### config.mk
export PLATFORM = sky130hd
export DESIGN_NAME = playback_sequencer
export DESIGN_NICKNAME = d
export VERILOG_FILES = /design/src/rtl/playback_sequencer.sv
export SDC_FILE = /design/constraint.sdc
export NUM_CORES = 1
export LEC_CHECK = 0
export CAP_MARGIN = 10
export CORE_MARGIN = 2
export CORE_UTILIZATION = 60
export DETAILED_ROUTE_END_ITERATION = 8
export PLACE_DENSITY = 0.81
export REMOVE_ABC_BUFFERS = 1
export SLEW_MARGIN = 10
export SYNTH_ARGS = -nofsm -noshare
export SYNTH_HDL_FRONTEND = slang
export SYNTH_SLANG_ARGS = --single-unit
### constraint.sdc
create_clock -name CLK -period 3.11 [get_ports CLK]
set_input_delay 0.4665 -clock CLK [delete_from_list [all_inputs] [get_ports CLK]]
set_output_delay 0.4665 -clock CLK [all_outputs]
set_load 0.02 [all_outputs]
### src/rtl/playback_sequencer.sv
// Playback controller: turns button edges and decoder end-of-song pulses into a song index,
// a playing flag, a play mode and a load request/acknowledge handshake toward the reader.
module playback_sequencer #(
    parameter int NUM_SONGS = 4,
    parameter int IDX_W     = 3,
    parameter int LOCKOUT   = 10000000
) (
    input  logic             CLK,
    input  logic             RST,
    input  logic             btn_play,
    input  logic             btn_pre,
    input  logic             btn_nxt,
    input  logic             btn_mode,
    input  logic             song_end,
    input  logic             load_ack,
    output logic [IDX_W-1:0] current,
    output logic [IDX_W-1:0] load_idx,
    output logic             load_req,
    output logic             playing,
    output logic [1:0]       mode
);

    localparam int CNT_W = (LOCKOUT > 1) ? $clog2(LOCKOUT) : 1;
    localparam logic [CNT_W-1:0] CNT_LOAD = CNT_W'(LOCKOUT - 1);
    localparam logic [CNT_W-1:0] CNT_ZERO = {CNT_W{1'b0}};
    localparam logic [IDX_W-1:0] LAST_IDX = IDX_W'(NUM_SONGS - 1);
    localparam logic [IDX_W-1:0] IDX_ZERO = {IDX_W{1'b0}};
    localparam logic [1:0] MODE_SEQ = 2'd0;
    localparam logic [1:0] MODE_ONE = 2'd1;
    localparam logic [1:0] MODE_ALL = 2'd2;

    typedef enum logic [1:0] {
        ST_STOP  = 2'd0,
        ST_LOAD  = 2'd1,
        ST_PLAY  = 2'd2,
        ST_PAUSE = 2'd3
    } state_t;

    function automatic logic [IDX_W-1:0] step_up(input logic [IDX_W-1:0] idx, input logic wrap);
        if (idx == LAST_IDX) begin
            step_up = wrap ? IDX_ZERO : idx;
        end else begin
            step_up = idx + IDX_W'(1);
        end
    endfunction

    function automatic logic [IDX_W-1:0] step_dn(input logic [IDX_W-1:0] idx, input logic wrap);
        if (idx == IDX_ZERO) begin
            step_dn = wrap ? LAST_IDX : idx;
        end else begin
            step_dn = idx - IDX_W'(1);
        end
    endfunction

    function automatic logic [1:0] mode_next(input logic [1:0] m);
        case (m)
            MODE_SEQ: mode_next = MODE_ONE;
            MODE_ONE: mode_next = MODE_ALL;
            default:  mode_next = MODE_SEQ;
        endcase
    endfunction

    state_t           state_r;
    logic [CNT_W-1:0] cnt_r;
    logic [3:0]       hist_r;
    logic             armed_r;
    logic [IDX_W-1:0] current_r;
    logic [IDX_W-1:0] load_idx_r;
    logic             load_req_r;
    logic             playing_r;
    logic [1:0]       mode_r;

    logic [3:0]       press_s;
    logic             end_s;
    logic             open_s;
    logic             do_play_s, do_pre_s, do_nxt_s, do_mode_s, take_s;
    logic             wrap_s;
    logic [IDX_W-1:0] up_s, dn_s;

    // End of song in PLAY outranks any press on the same edge, so it also blocks the lockout.
    always_comb begin
        press_s   = {btn_mode, btn_nxt, btn_pre, btn_play} & ~hist_r;
        end_s     = song_end && (state_r == ST_PLAY);
        open_s    = (cnt_r == CNT_ZERO) && (state_r != ST_LOAD) && !end_s;
        do_play_s = open_s && press_s[0];
        do_pre_s  = open_s && press_s[1] && !press_s[0];
        do_nxt_s  = open_s && press_s[2] && (press_s[1:0] == 2'b00);
        do_mode_s = open_s && press_s[3] && (press_s[2:0] == 3'b000);
        take_s    = open_s && (press_s != 4'b0000);
        wrap_s    = (mode_r == MODE_ALL);
        up_s      = step_up(current_r, wrap_s);
        dn_s      = step_dn(current_r, wrap_s);
    end

    // Sequencer FSM with button history, lockout counter and all registered outputs.
    always_ff @(posedge CLK) begin
        if (RST) begin
            state_r    <= ST_STOP;
            cnt_r      <= CNT_ZERO;
            hist_r     <= 4'b0000;
            armed_r    <= 1'b0;
            current_r  <= IDX_ZERO;
            load_idx_r <= IDX_ZERO;
            load_req_r <= 1'b0;
            playing_r  <= 1'b0;
            mode_r     <= MODE_SEQ;
        end else begin
            hist_r <= {btn_mode, btn_nxt, btn_pre, btn_play};
            if (take_s) begin
                cnt_r <= CNT_LOAD;
            end else if (cnt_r != CNT_ZERO) begin
                cnt_r <= cnt_r - CNT_W'(1);
            end else begin
                cnt_r <= cnt_r;
            end
            if (do_mode_s) begin
                mode_r <= mode_next(mode_r);
            end else begin
                mode_r <= mode_r;
            end
            case (state_r)
                ST_STOP: begin
                    if (do_play_s) begin
                        state_r    <= ST_LOAD;
                        load_req_r <= 1'b1;
                        load_idx_r <= current_r;
                        playing_r  <= 1'b0;
                        armed_r    <= 1'b0;
                    end else if (do_pre_s) begin
                        current_r <= dn_s;
                    end else if (do_nxt_s) begin
                        current_r <= up_s;
                    end else begin
                        current_r <= current_r;
                    end
                end
                ST_LOAD: begin
                    // The entry cycle only arms the acknowledge; it is honoured from the next edge.
                    if (armed_r && load_ack) begin
                        state_r    <= ST_PLAY;
                        load_req_r <= 1'b0;
                        playing_r  <= 1'b1;
                    end else begin
                        armed_r <= 1'b1;
                    end
                end
                ST_PLAY, ST_PAUSE: begin
                    if (end_s) begin
                        if ((mode_r == MODE_SEQ) && (current_r == LAST_IDX)) begin
                            state_r   <= ST_STOP;
                            playing_r <= 1'b0;
                        end else begin
                            state_r    <= ST_LOAD;
                            load_req_r <= 1'b1;
                            load_idx_r <= (mode_r == MODE_ONE) ? current_r : up_s;
                            current_r  <= (mode_r == MODE_ONE) ? current_r : up_s;
                            playing_r  <= 1'b0;
                            armed_r    <= 1'b0;
                        end
                    end else if (do_play_s) begin
                        state_r   <= (state_r == ST_PLAY) ? ST_PAUSE : ST_PLAY;
                        playing_r <= (state_r != ST_PLAY);
                    end else if (do_pre_s || do_nxt_s) begin
                        state_r    <= ST_LOAD;
                        load_req_r <= 1'b1;
                        load_idx_r <= do_pre_s ? dn_s : up_s;
                        current_r  <= do_pre_s ? dn_s : up_s;
                        playing_r  <= 1'b0;
                        armed_r    <= 1'b0;
                    end else begin
                        state_r <= state_r;
                    end
                end
                default: begin
                    state_r    <= ST_STOP;
                    load_req_r <= 1'b0;
                    playing_r  <= 1'b0;
                end
            endcase
        end
    end

    assign current  = current_r;
    assign load_idx = load_idx_r;
    assign load_req = load_req_r;
    assign playing  = playing_r;
    assign mode     = mode_r;

endmodule

======== After elaboration in Yosys (flattened, before gate mapping) ========
Cells that the tools add are included.
storage, ports and cells
  register bits ........................... 41
  bits of input ports ..................... 8
  output and inout bits ................... 10
operators by class
  $add $sub $neg .......................... 3
  equal/unequal tests ..................... 17
  muxes and demuxes ....................... 45
  bitwise gates (word level) .............. 2
  reduce and logical (&&, ||, !) cells .... 33
operator list
  cell                     number
  $mux W24                 2
  $mux W3                  14
  $logic_not A24 Y1        1
  $reduce_bool A24 Y1      1
  $sub A24 B1 Y24 const B  1
  $mux W1                  17
  $reduce_and A5 Y1        3
  $logic_and A1 B1 Y1      13
  $ne A3 B3 Y1 const B     4
  $pmux W3 S2              2
  $mux W2                  5
  $ne A2 B2 Y1 const B     5
  $pmux W1 S3              3
  $eq A2 B2 Y1 const B     3
  $logic_not A2 Y1         3
  $logic_not A3 Y1         2
  $pmux W2 S3              1
  $reduce_and A6 Y1        1
  $and A4 B4 Y4            1
  $eq A2 B1 Y1 const B     2
  $ne A4 B4 Y1 const B     1
  $not A4 Y4               1
  $pmux W2 S2              1
  $reduce_bool A2 Y1       2
  other kinds (9)          11

======== Logic depth before layout (Yosys ltp) ========
Gate-level depths: netlist (run 1).
  word-level depth ........................ 11
  mapped depth ............................ 10
  mapped depth without buffers ............ 8

======== Least setup slack after synthesis (run 1) ========
OpenSTA, ideal clock, no wires.
  path type ............................... reg2reg
  from .................................... register cnt_r[0]
  to ...................................... register mode_r[1] (netlist: mode[1])
  library setup time ...................... 0.128 ns
  data arrival time ....................... 1.986 ns
  path slack .............................. 0.997 ns
  cell stages (with the launch flop) ...... 10
  period minus slack after synthesis ...... 2.113 ns
  cell sequence ........................... dfxtp_1 -> inv_1 -> ha_1 -> nor3b_1 -> nand4_2 -> buf_6 -> or3_4 -> a2111oi_4 -> mux2i_1 -> nor2_1
between the ends
  longest elaborated chain between the ends .. 5
RTL lines
  item                              line  RTL
  from (decl)                       64    logic [CNT_W-1:0] cnt_r;
  from (signal assigned)            112   cnt_r <= cnt_r - CNT_W'(1);
  from (signal assigned)            114   cnt_r <= cnt_r;
  $logic_not A24 Y1                 84    open_s = (cnt_r == CNT_ZERO) && (state_r != ST_LOAD) && !end_s;
  $logic_and A1 B1 Y1 (2 in a row)  84
  $logic_and A1 B1 Y1 (2 in a row)  88    do_mode_s = open_s && press_s[3] && (press_s[2:0] == 3'b000);
  to (signal assigned)              117   mode_r <= mode_next(mode_r);
  to (signal assigned)              119   mode_r <= mode_r;
  to (decl)                         71    logic [1:0] mode_r;
Every way passes these cells.
A chain may end at the register's enable or synchronous reset.

======== Worst setup path in the final report (run 1) ========
  from .................................... register cnt_r[10]
  to ...................................... register load_idx_r[2] (netlist: load_idx[2])
between the ends
  longest elaborated chain between the ends .. 10
  elaborated cells on any way between the ends .. 18
  those cells by class .................... eq/ne (3); mux (5); reduce/logical (10)
RTL lines
  item                                line  RTL
  $logic_not A24 Y1 *                 84
  $logic_and A1 B1 Y1 * (2 in a row)  84
  $logic_and A1 B1 Y1 (2 in a row)    86    do_pre_s = open_s && press_s[1] && !press_s[0];
  $mux W3                             166   load_idx_r <= do_pre_s ? dn_s : up_s;
  $mux W3                             163   end else if (do_pre_s || do_nxt_s) begin
  $mux W3                             160   end else if (do_play_s) begin
  $mux W3                             -
  $pmux W3 S2                         121   case (state_r)
  to (signal assigned)                126   load_idx_r <= current_r;
  to (signal assigned)                155   load_idx_r <= (mode_r == MODE_ONE) ? current_r : up_s;
  to (signal assigned)                166
  to (decl)                           68    logic [IDX_W-1:0] load_idx_r;
Every way passes the cells marked *; elsewhere a longest branch is shown, timed or not. The select of a mux whose other input is x is not followed.

==> results of run 1 <==
flip-flops by register name (all words and copies together) (netlist names):
register	count
mode	2
load_req	1
armed_r	1
cnt_r	24
load_idx	3
playing	1
hist_r	4
current	3
state_r	2
per-layer routing:
metal  GRT usage  share of wire
met5           0              0
met4     0.08750          0.021
met3     0.04833          0.044
met2      0.4485           0.48
met1      0.3171           0.45
logic make-up after synthesis:
logic type / Yosys count / share of synthesized area
and+or+nand+nor: 131 / 0.3116
AOI/OAI and AO/OA: 64 / 0.1840
DFF: 41 / 0.3362
buffers and inverters: 24 / 0.04152
xor gates and xnor gates: 21 / 0.07535
muxes: 6 / 0.02563
adders and majority gates: 5 / 0.02563
worst paths after layout:
path / cells after the start / to / startpoint
worst min-delay path: 2 / playing / playing
worst min register to register: 2 / playing / playing
worst max-delay path: 6 / load_idx[2] / cnt_r[10]
worst max register to register: 6 / load_idx[2] / cnt_r[10]
layout make-up:
class | instances | area, um2
clock buffer | 7 | 86.33
inverter | 10 | 37.54
multi-input combinational | 227 | 1519
sequential | 41 | 820.8
fill | 335 | 1207
clock inverter | 1 | 30.03
tap | 50 | 62.56
timing repair buffer | 22 | 207.7
layout by cell type, fill, tap and decap left out, drive strengths merged, types with 4 or more instances in the layout:
| cell | count |
|---|---|
| xnor2 | 9 |
| a21oi | 16 |
| or3 | 4 |
| nand3 | 9 |
| nor4 | 11 |
| inv | 10 |
| dfxtp | 41 |
| o21ai | 15 |
| ha | 5 |
| nor2b | 12 |
| nand2 | 17 |
| clkbuf | 7 |
| clkdlybuf4s50 | 17 |
| buf | 5 |
| nor3 | 9 |
| mux2i | 4 |
| nor2 | 42 |
| nand2b | 8 |
| xor2 | 12 |
| a211oi | 7 |
power groups by stage:
stage | clock network, mW | registers, mW | logic [mW]
after floorplan | 0 | 0.833 | 0.868
after global placement | 0 | 0.840 | 1.09
after detailed placement | 0 | 0.844 | 1.11
after CTS | 0.451 | 0.837 | 1.12
after global routing | 0.465 | 0.856 | 1.27
final | 0.441 | 0.837 | 1.12
worst max-delay path, stage by stage (launching register included):
cell and delay [ns]:
sky130_fd_sc_hd__dfxtp_1 0.36, sky130_fd_sc_hd__nor4_1 0.44, sky130_fd_sc_hd__nand4_2 0.42, sky130_fd_sc_hd__or2_1 0.52, sky130_fd_sc_hd__nor4_1 0.31, sky130_fd_sc_hd__o311ai_1 0.15, sky130_fd_sc_hd__a221oi_1 0.31
metrics by stage:
step,setup WS [ns],area [um2],cells
CTS,0.5119,2764,358
global placement,0.4974,2648,350
detailed placement,0.4523,2648,350
finish,0.4978,2764,358
global route,0.2120,2764,358
floorplan,0.9486,2377,278
==> results.txt, run 1 <==
The flow ran to the end, and the final reports show no timing, DRC or antenna violations. Clock-pin slew was measured on the worst setup and hold paths at 0.08 ns. The worst ir drop on vdd came out at 0.3439 mV.

Internal power comes to 1.411 mW. In this run the deepest clock path goes through 2 buffers. The count of H-tree levels built during CTS came out at 2. The sequential element share of the synthesized area is 0.3362. Counting distinct cell types in the post-synthesis netlist gives 56.

The minimum period implied by the final worst setup slack is 2.612 ns. The path class of the tightest hold or removal check is reg -> reg. Setup repair after global routing left no endpoint under its margin. Pin placement for this block handled 18 I/O pins.

The placer congestion estimate is 0.8853. For this run, design rule violations remaining after detail routing come to 0. For this run, the total global-route usage over all layers was measured as 0.2576. STA classifies the critical path startpoint as a flop. Clock tree synthesis inserted a total of 5 buffers. sky130_fd_sc_hd__dfxtp_1 takes more of the synthesized area than any other cell. The wire length after detailed routing is 5364 um. The critical path required time came out at 3.31 ns. The sum of negative setup slack is 0 ns. The die width came out at 67.79 um. The number of sinks driven by the clock tree is 41. The cell at the root of the clock tree is sky130_fd_sc_hd__clkbuf_8. The setup skew after layout came out at 0.008288 ns. The y dimension of the die is 67.79 um.

The routed layout has 2105 vias. The final layout net count came out at 320. The area added between synthesis and finish is 13.22%. Entering global routing, the biggest net connects 19 pins. The core outline area is 3971 um2. For this run, asynchronously set or reset flops after synthesis account for 0. In the synthesized netlist, the number of instances is 292. The number of antenna violations at the first check in global routing came out at 0.

The placement row count is 23. The share of power burned in combinational logic is 0.468. At the later pin of the worst-skew pair, clock insertion delay measures 0.30 ns. Total power for the finished layout comes to 2.402 mW. The detail route stage leaves a number of antenna-violating nets equal to 0. The worst-path maximum fanout came out at 14. The total of endpoints with negative setup slack in the final report came out at 0. TritonCTS built the clock tree. The violation count after the first detailed-routing iteration is 107. Across the run, the number of max-cap violations was 0. Hold timing on the final database bottoms out at a slack of 0.4724 ns. The Yosys warning count came out at 0. The total die area is 4595 um2. Counting instances in the post-synthesis netlist gives the leading cell types as 42 x sky130_fd_sc_hd__nor2_1, 41 x sky130_fd_sc_hd__dfxtp_1, 16 x sky130_fd_sc_hd__a21oi_1, 16 x sky130_fd_sc_hd__nand2_1, 14 x sky130_fd_sc_hd__o21ai_0.

The critical path is of the reg -> reg type. The dominant cell by count in the synthesized netlist is sky130_fd_sc_hd__nor2_1. The share of synthesized area in the top cell type comes to 0.3362.

In this run the tightest slew margin relative to its limit is 0.6403. The number of enable-type register cells in the synthesized netlist came out at 0. The count of state elements after synthesis came out at 41. In the final routed layout, each cell accounts on average for 14.98 um. Power spread over the standard cell area amounts to 869.2 nW/um2. The global-route wire length before repair is 9018 um. The worst-case register-to-register setup slack is 0.50 ns. The part of the power in registers came out at 0.348.

The total count of max-transition violations in the final report is 0. The achievable frequency came out at 382.8 MHz. The mean area per synthesized cell came out at 8.360 um2. The post-CTS setup-driven buffer insertion count is 0. For this design the total switching power over the nets is 0.9914 mW. The final cycle utilization of the critical path came out at 0.8399. The arrival time of data at the critical path endpoint is 2.81 ns.

The share of cells above drive strength 1 came out at 0.09091. The total of buffers placed on input and output ports is 17. The leakage dissipation came out at 0.9724 nW. The HPWL after detailed placement is 3761 um.

The most used flip-flop cell after synthesis is sky130_fd_sc_hd__dfxtp_1. The via count of the first global-routing pass is 1970. The utilization of the core after routing came out at 0.6960. After clock tree synthesis, the repair step resized 0 gates. In this run, post-CTS hold repair placed 0 buffers. The first-pass iteration count of the detailed router is 4.

The switching share of power came out at 0.4127. The synthesized area came out at 2441 um2. The average via count per standard cell came out at 5.880. The critical path capture point type is a flop. The measured slew at the worst slew-check pin is 0.5396 ns.

0 antenna diodes ended up in the layout. Yosys attributes the largest share of cell area to sky130_fd_sc_hd__dfxtp_1 34%, sky130_fd_sc_hd__nor2_1 6.5%, sky130_fd_sc_hd__xor2_1 4.3%. After global routing the overflow that remains totals 0. The starting utilization of the core area came out at 0.6147. The portion of total power attributed to the clock network is 0.183. The number of failing hold endpoints at the final stage was 0.
(Power assumes the default switching activity.)
==> run 2: changes to the inputs <==
Settings changed: CORE_UTILIZATION 60 to 53, PLACE_DENSITY 0.81 to 0.76.
Clock period 3.11 ns to 2.25 ns, I/O delays scaled along.
==> results.txt, run 2 (synthesis gave the netlist of run 1 again) <==
The family with the most delay on the worst path is simple AND/OR/NAND/NOR gates. The total of endpoints with negative setup slack in the final report is 0 (unchanged). By startpoint and endpoint, the worst setup path is classified as reg -> reg. The final-layout fill cell count was 374 (+12%).

The multi-input gate area in the final layout was 1575 um2 (+3.7%). The total of buffers placed on input and output ports was 17 (unchanged). In the layout the commonest cells are 42 x sky130_fd_sc_hd__nor2_1, 41 x sky130_fd_sc_hd__dfxtp_1, 39 x sky130_fd_sc_hd__buf_4. The HPWL after detailed placement was 4365 um (+16%). The largest registers in the layout are cnt_r x24, hist_r x4. The measured slew at the worst slew-check pin came out at 0.5158 ns (-0.02383 ns). The critical path goes through nor4_2 -> nand4_4 -> buf_4 -> nor4_4 -> o211ai_1 -> or2_1 -> a221oi_1.

The maximum cell stage delay along the critical path was 0.41 ns (-0.11 ns). The y dimension of the die is 71.87 um (+6.0%). The placement row count was 24 (+4.3%). The die width came to 71.87 um (+6.0%). The average via count per standard cell came out at 5.929 (+0.83%). The sum of buffers and inverters on the critical path came out at 1 (+1). The via count was 2330 (+11%). The worst slew margin relative to its limit is 0.6561 (+0.01589). The critical path required time came out at 2.44 ns (-0.87 ns). The power per standard cell area is 1234 nW/um2 (+42%). The number of cells in the finished layout apart from fillers is 393 (+9.8%). The number of nets with antenna violations after routing was 0 (unchanged). The worst setup path is launched from a flop. The number of diodes added for antenna fixing came out at 0 (unchanged). The via count of the first global-routing pass came to 2273 (+15%). CTS placed an instance of sky130_fd_sc_hd__clkbuf_8 at the clock tree root. The global-route congestion overflow total came out at 0 (unchanged). The TritonCTS buffer count was 5 (unchanged).

The placer congestion estimate was 0.9294 (+5.0%). The minimum period implied by the final worst setup slack is 2.184 ns (-0.4286 ns). The global-route wire length before repair came out at 10140 um (+12%).

The number of sinks driven by the clock tree is 41 (unchanged). The final layout net count is 354 (+11%). The cell count of the worst reg-to-reg path came out at 7 (+1). The worst setup slack after placement is -0.2055 ns (-0.6578 ns). The leakage dissipation is 1.145 nW (+18%). The setup slack of the critical path after layout is 0.06639 ns (-0.4314 ns). The maximum number of pins on one net before global-route repair is 22 (+3). The total count of max-transition violations in the final report came out at 0 (unchanged). The slowest library cell on the worst path is sky130_fd_sc_hd__nor4_2. The final cycle utilization of the critical path came out at 0.9705 (+0.1306). The run finished with clean final reports. The starting utilization of the core area is 0.5568 (-0.05789). The wire length after detailed routing came out at 6065 um (+13%).

The arrival time of data at the critical path endpoint is 2.37 ns (-0.44 ns). The number of flip-flops under the largest register name is 24 (unchanged). The critical path depth in cells came out at 7 (+1). The area added between synthesis and finish came out at 25.58%. The maximum clock insertion buffer count is 2 (unchanged). The number of cells on the worst hold path came to 2 (unchanged).

The post-placement cell count is 383 (+9.4%). The clock network latency to the later pin of the worst-skew pair came out at 0.29 ns (about the same). TritonCTS built the clock tree. The critical path capture point type is a flop. The utilization of the core after routing was 0.6992 (+0.003234). The violation count after the first detailed-routing iteration was 161 (+50%). The max-capacitance violation count came out at 0 (unchanged). The share of cells above drive strength 1 came out at 0.1994 (+0.1085). The area of all sequential standard cells is 820.8 um2 (unchanged). The routed length per instance came to 15.43 um (+3.0%).

The number of failing hold endpoints at the final stage came to 0 (unchanged). The worst-path maximum fanout is 7 (-7). The total die area came out at 5165 um2 (+12%). The setup skew after layout was 0.009383 ns (+0.001095 ns). The library cell used most frequently in the layout, excluding fill and tap cells, is sky130_fd_sc_hd__nor2_1. The path class of the tightest hold or removal check is reg -> reg. The final routed DRC violation total was 0 (unchanged). The first-pass iteration count of the detailed router is 4 (unchanged). The number of antenna violations at the first check in global routing was 0 (unchanged). Setup repair after global routing could not meet its margin everywhere. The global-route usage over all layers came out at 0.2468 (-0.01079). The post-CTS clock slew at the launch and capture registers of the worst setup and hold paths came out at 0.07 ns (about the same).

Counting flops per register, the top entry is cnt_r. The achievable frequency came out at 458.0 MHz (+20%). The count of H-tree levels built during CTS is 2 (unchanged). The core outline area was 4384 um2 (+10%). The number of top-level pins is 18 (unchanged). The worst ir drop on vdd is 0.5130 mV (+49%).
==> run 2: layer usage <==
metal | wire length, um | GRT usage | vias to the layer above
li1 | - | - | 1149
met1 | 2630 | 0.2943 | 1132
met2 | 3125 | 0.4403 | 43
met3 | 241 | 0.04501 | 6
met4 | 68 | 0.09015 | 0
met5 | 0 | 0 | -
==> run 2: per-stage QoR <==
step	cell area (um2)	hold slack (ns)	power (mW)	TNS, ns
after detailed placement	2883	0.4714	2.985	-1.323
after global placement	2883	0.4643	2.930	-0.9552
final	3065	0.4706	3.784	0
after global routing	3065	0.5075	4.069	-0.1231
after CTS	3007	0.4836	3.629	0
after floorplan	2377	0.4066	2.351	0
==> run 2: where the power goes <==
group | total (mW) | leakage (nW) | switching, mW | internal [mW]
Combinational | 2.06 | 0.756 | 1.06 | 1.00
Clock | 0.573 | 0.0540 | 0.251 | 0.323
Sequential | 1.15 | 0.335 | 0.224 | 0.922
==> run 2: final cells by class <==
type,instances,share of cell area
flip-flops and latches,41,0.2678
clock buffers,5,0.02245
clock inverters,2,0.01143
well taps,52,0.02122
repair buffers,56,0.1510
inverters,10,0.01224
multi-input cells,227,0.5139
==> run 2: worst min-delay path, delay by kind of cell (launching register included) <==
family	cells	cell delay, ns
flops	1	0.32
buf+inv	1	0.06
compound gates	1	0.05
==> run 2: final timing paths <==
path / start / to / slack (ns)
setup reg to reg: cnt_r[10] / load_idx[2] / 0.07
hold reg to reg: load_idx[0] / load_idx[0] / 0.47
setup / recovery: cnt_r[10] / load_idx[2] / 0.07
hold / removal: load_idx[0] / load_idx[0] / 0.47
==> run 2: what timing repair did <==
| item | 4_1_cts | 5_1_grt |
|---|---|---|
| pin swaps | 1 | 4 |
| hold buffers | 0 | 0 |
| gates resized for setup | 1 | 10 |
| buffers inserted | 2 | 1 |
| endpoints found under the setup margin | 5 | 22 |
==> run 3: changes to the inputs <==
Settings changed: CAP_MARGIN 10 to unset.
==> results of run 3 <==
Same layout as run 2: the final DEF is identical, and so are final timing and power.
==> RTL change 1: new RTL, config.mk and constraints of run 2 <==
Encoding of `state_t`: now one-hot (4 bits for 4 states).
--- a/src/rtl/playback_sequencer.sv
+++ b/src/rtl/playback_sequencer.sv
@@ -31,7 +31,7 @@
 
-    typedef enum logic [1:0] {
-        ST_STOP  = 2'd0,
-        ST_LOAD  = 2'd1,
-        ST_PLAY  = 2'd2,
-        ST_PAUSE = 2'd3
+    typedef enum logic [3:0] {
+        ST_STOP  = 4'b0001,
+        ST_LOAD  = 4'b0010,
+        ST_PLAY  = 4'b0100,
+        ST_PAUSE = 4'b1000
     } state_t;
Check against the original RTL: no difference found for any inputs over 10 cycles, from zero or initial values and one cycle with RST high; not proved beyond that.
==> RTL change 1 against run 2 <==
- the flow now finishes with violations (setup timing)
- sequential cell count is 2 higher
- sequential power is 5% lower
- area after synthesis is 2.4% higher
- critical path depth is 2 higher
- design area is 19% higher
- total power is 31% higher
- worst setup slack worse by 720 ps
- wire length is 51% higher
- critical endpoint is now current[0]
- largest power group unchanged
==> RTL change 1: results <==
finish:
  fillCellCount: 239
  top_regs: "cnt_r x24, hist_r x4, state_r x4"
  diodes: 0
  fin_nets: 407
  drive_gt1_frac: 0.339
timing:
  setup_ws_ps: -658
  setup-violations-final: 39
  tightest_slew_ps: 617
  finClkSkew_ps: 8.65
worst_hold_path:
  holdPathEnd: "load_idx[1]"
  hp-start: "load_idx[1]"
  holdCritPathClass: "reg -> reg"
routing:
  drt_iter0_drc: 354
  drt.antenna.violating_nets: 0
  vias: 3015
  first_pass_iters: 6
  wl_um: 9190
worst_setup_path:
  crit_end: "current[0]"
  cp.arrival_ps: 3130
  crit_fanout: 5
  worstRegToRegCells: 9
  rr_startpoint: "cnt_r[0]"
  critPathMaxStageDelay_ps: 470
  slowest_stage: "or4_4"
logic_synthesis:
  ys_types: 52
  synth-async-reset-ratio: 0
  seq_area_frac_synth: 0.344
  netlist_top_cells_area: "dfxtp_1 (34%), a21oi_1 (5.4%), xnor2_1 (4.2%)"
  synth_xor_area_frac: 0.0771
  synthMuxAreaShare: 0.0160
  yosys.area_share.adder: 0.0250
  synth_common_cells: "dfxtp_1 (43), a21oi_1 (27), nor2_1 (25), nand2_1 (19), nor3_1 (13)"
  synth_compound_area_frac: 0.192
cts:
  clk_pin_slew_ps: 90
  htree_levels: 2
  clock_path_buffers: 2
  clk_latency_ps: 300
power_and_ir_drop:
  vdd_ir_drop_max_mv: 0.966
  p_sw_frac: 0.442
  leakage_nw: 1.44
global_routing:
  grt_pass1_vias: 2757
  antenna_found_initial: 0
  grt_first_pass_wirelength_um: 12800
  track_usage: 0.311
  grt_start_max_net_pins: 36
placed_design:
  globalplace.congestion: 0.953
  dp_hpwl_um: 4790
  pre_cts_slack_ps: -782
  place_area_um2: 3190
status:
  run_status: "complete, but fails checks"
  failed_checks: "setup timing"
floorplanning:
  start_util: 0.563
[RTL change 1: worst register-to-register path, cell delays in order, from the launching register on]
cell	delay, ps
dfxtp_2	330
inv_2	90
ha_4	150
or4b_4	460
or4_4	470
or4_4	470
buf_6	160
mux2i_1	210
a31oi_1	200
a311oi_1	280
[RTL change 1: power by group through the flow]
stage          logic [W]  registers, W  clock network (W)
3_5_place_dp     0.00233       0.00107                  0
6_report         0.00339       0.00109           0.000487
4_1_cts          0.00264       0.00107           0.000497
5_1_grt          0.00352       0.00110           0.000513
2_1_floorplan    0.00123       0.00114                  0
3_3_place_gp     0.00226       0.00106                  0
[RTL change 1: repair_timing]
item	in CTS	in global routing
resized for setup	26	37
setup buffers	5	5
pin swaps	14	25
endpoints found under the setup margin	39	39
[RTL change 1: cell type report]
type	instances	area, um2	area share
clock buffers	6	72.6	0.0198
clock inverters	2	12.5	0.00342
inverters	9	33.8	0.00924
multi-input cells	240	1820	0.498
flip-flops and latches	43	865	0.236
well taps	52	65.1	0.0178
repair buffers	95	786	0.215
[RTL change 1: cells by family after synthesis]
kind of cell / Yosys count
AOI/OAI and AO/OA: 73
xor gates and xnor gates: 22
adders and majority gates: 5
buffers and inverters: 22
DFF: 43
muxes: 4
and+or+nand+nor: 136
[RTL change 1: per-stage QoR]
step                std cells  TNS (ps)   util  total power [W]  hold WS, ps
detailed placement        430    -13660  0.717          0.00340          464
floorplan                 292    -10370      -          0.00237          407
global route              447    -14690  0.823          0.00513          519
finish                    447    -13120  0.823          0.00496          495
CTS                       443     -4430  0.772          0.00421          477
global placement          430    -11990  0.717          0.00333          463
[RTL change 1: metal layers]
layer | global-route usage | share of wire
met1 | 0.376 | 0.37
met2 | 0.526 | 0.45
met3 | 0.0663 | 0.10
met4 | 0.142 | 0.078
met5 | 0 | 0
==> RTL change 2: new RTL, settings of run 2 <==
Made on the original files. The parameter `LOCKOUT` goes from 10000000 to 5000000.
--- a/src/rtl/playback_sequencer.sv
+++ b/src/rtl/playback_sequencer.sv
@@ -5,3 +5,3 @@
     parameter int IDX_W     = 3,
-    parameter int LOCKOUT   = 10000000
+    parameter int LOCKOUT   = 5000000
 ) (
Function: same outputs for any inputs over 10 cycles, from zero or initial values and one cycle with RST high; that may be too few to reach the edited logic, so the function may still have changed.
==> RTL change 2 against run 2 <==
- critical path depth down 1
- sequential cell count down 1
- design area up 4.1%
- the run now ends with setup timing left
- total power down 0.98%
- worst setup slack worse by 160 ps
- wire length up 8.4%
- area after synthesis down 1.4%
==> RTL change 2: results <==
routing:
  wl_met2_um: 3380
  wl_met1_um: 2780
  top_layer: "met4"
  first_pass_iters: 7
  avgViaCountPerCell: 6.06
  drt_iter0_drc: 247
  wl_um: 6580
  wl_met3_um: 261
placed_design:
  place_area_um2: 2880
  dp_hpwl_um: 4550
  globalplace.congestion: 0.911
  pre_cts_slack_ps: -392
  dp_cells: 384
power_and_ir_drop:
  power_per_cell_area_nw_per_um2: 1170
  leakage_nw: 1.19
  vdd_ir_drop_max_mv: 0.978
  seq_power_share: 0.269
  clkPwrFrac: 0.138
  p_sw_frac: 0.431
timing:
  finClkSkew_ps: 5.13
  tightest_slew_ps: 564
  setup_ws_ps: -93.0
  setup-violations-final: 24
  tns_ps: -902
worst_setup_path:
  worstRegToRegCells: 6
  critPathMaxStageDelay_ps: 540
  crit_fanout: 6
  slowest_stage: "or4_4"
  cp.arrival_ps: 2500
worst_hold_path:
  holdCritPathClass: "reg -> reg"
  holdPathStages: 2
logic_synthesis:
  synth-async-reset-ratio: 0
  seq_area_frac_synth: 0.333
  ys_types: 62
  netlist_top_cells_area: "dfxtp_1 (33%), nor2_1 (4.7%), a21oi_1 (4.4%)"
  synth_common_cells: "dfxtp_1 (40), nor2_1 (30), a21oi_1 (21), nand2_1 (14), nand3_1 (12)"
  synthCells: 284
global_routing:
  track_usage: 0.268
  met1_usage: 0.310
  grtUsageMet2: 0.476
  use_met3: 0.0478
  grt_pass1_vias: 2355
  grt_start_max_net_pins: 17
  grt_first_pass_wirelength_um: 10800
cts:
  cts_resized: 17
  cts_buffers: 5
finish:
  fillCellCount: 323
  final_cells: 396
  drive_gt1_frac: 0.282
  fin_area_um2: 3190
  top_regs: "cnt_r x23, hist_r x4"
  fin_nets: 356
status:
  failed_checks: "setup timing"
  run_status: "complete, but fails checks"
-- RTL change 2: path summary, 6_finish.rpt --
| path | start | endpoint | slack [ps] |
|---|---|---|---|
| setup / recovery | cnt_r[8] | current[0] | -90 |
| hold / removal | playing | playing | 470 |
| setup reg to reg | cnt_r[8] | current[0] | -90 |
| hold reg to reg | playing | playing | 470 |
-- RTL change 2: cell families (layout without fill, tap and decap cells) --
kind of cell,count (synthesis),count (layout),share of synthesized area
buf+inv,24,83,0.0562
fa+ha+maj,6,6,0.0302
simple gates,123,124,0.292
mux,9,9,0.0406
xor+xnor,19,19,0.0692
flops,40,40,0.333
compound gates,63,63,0.179
-- RTL change 2: worst max-delay path, delay by kind of cell, from the launching register on --
family,cells,cell delay [ps]
simple gates,3,1280
flops,1,320
compound gates,3,620
-- RTL change 2: layout make-up --
type                    count  area share
multi-input cells         221       0.516
flip-flops and latches     40       0.251
repair buffers             64       0.169
clock buffers               6      0.0259
well taps                  52      0.0204
inverters                  11      0.0129
clock inverters             2     0.00471
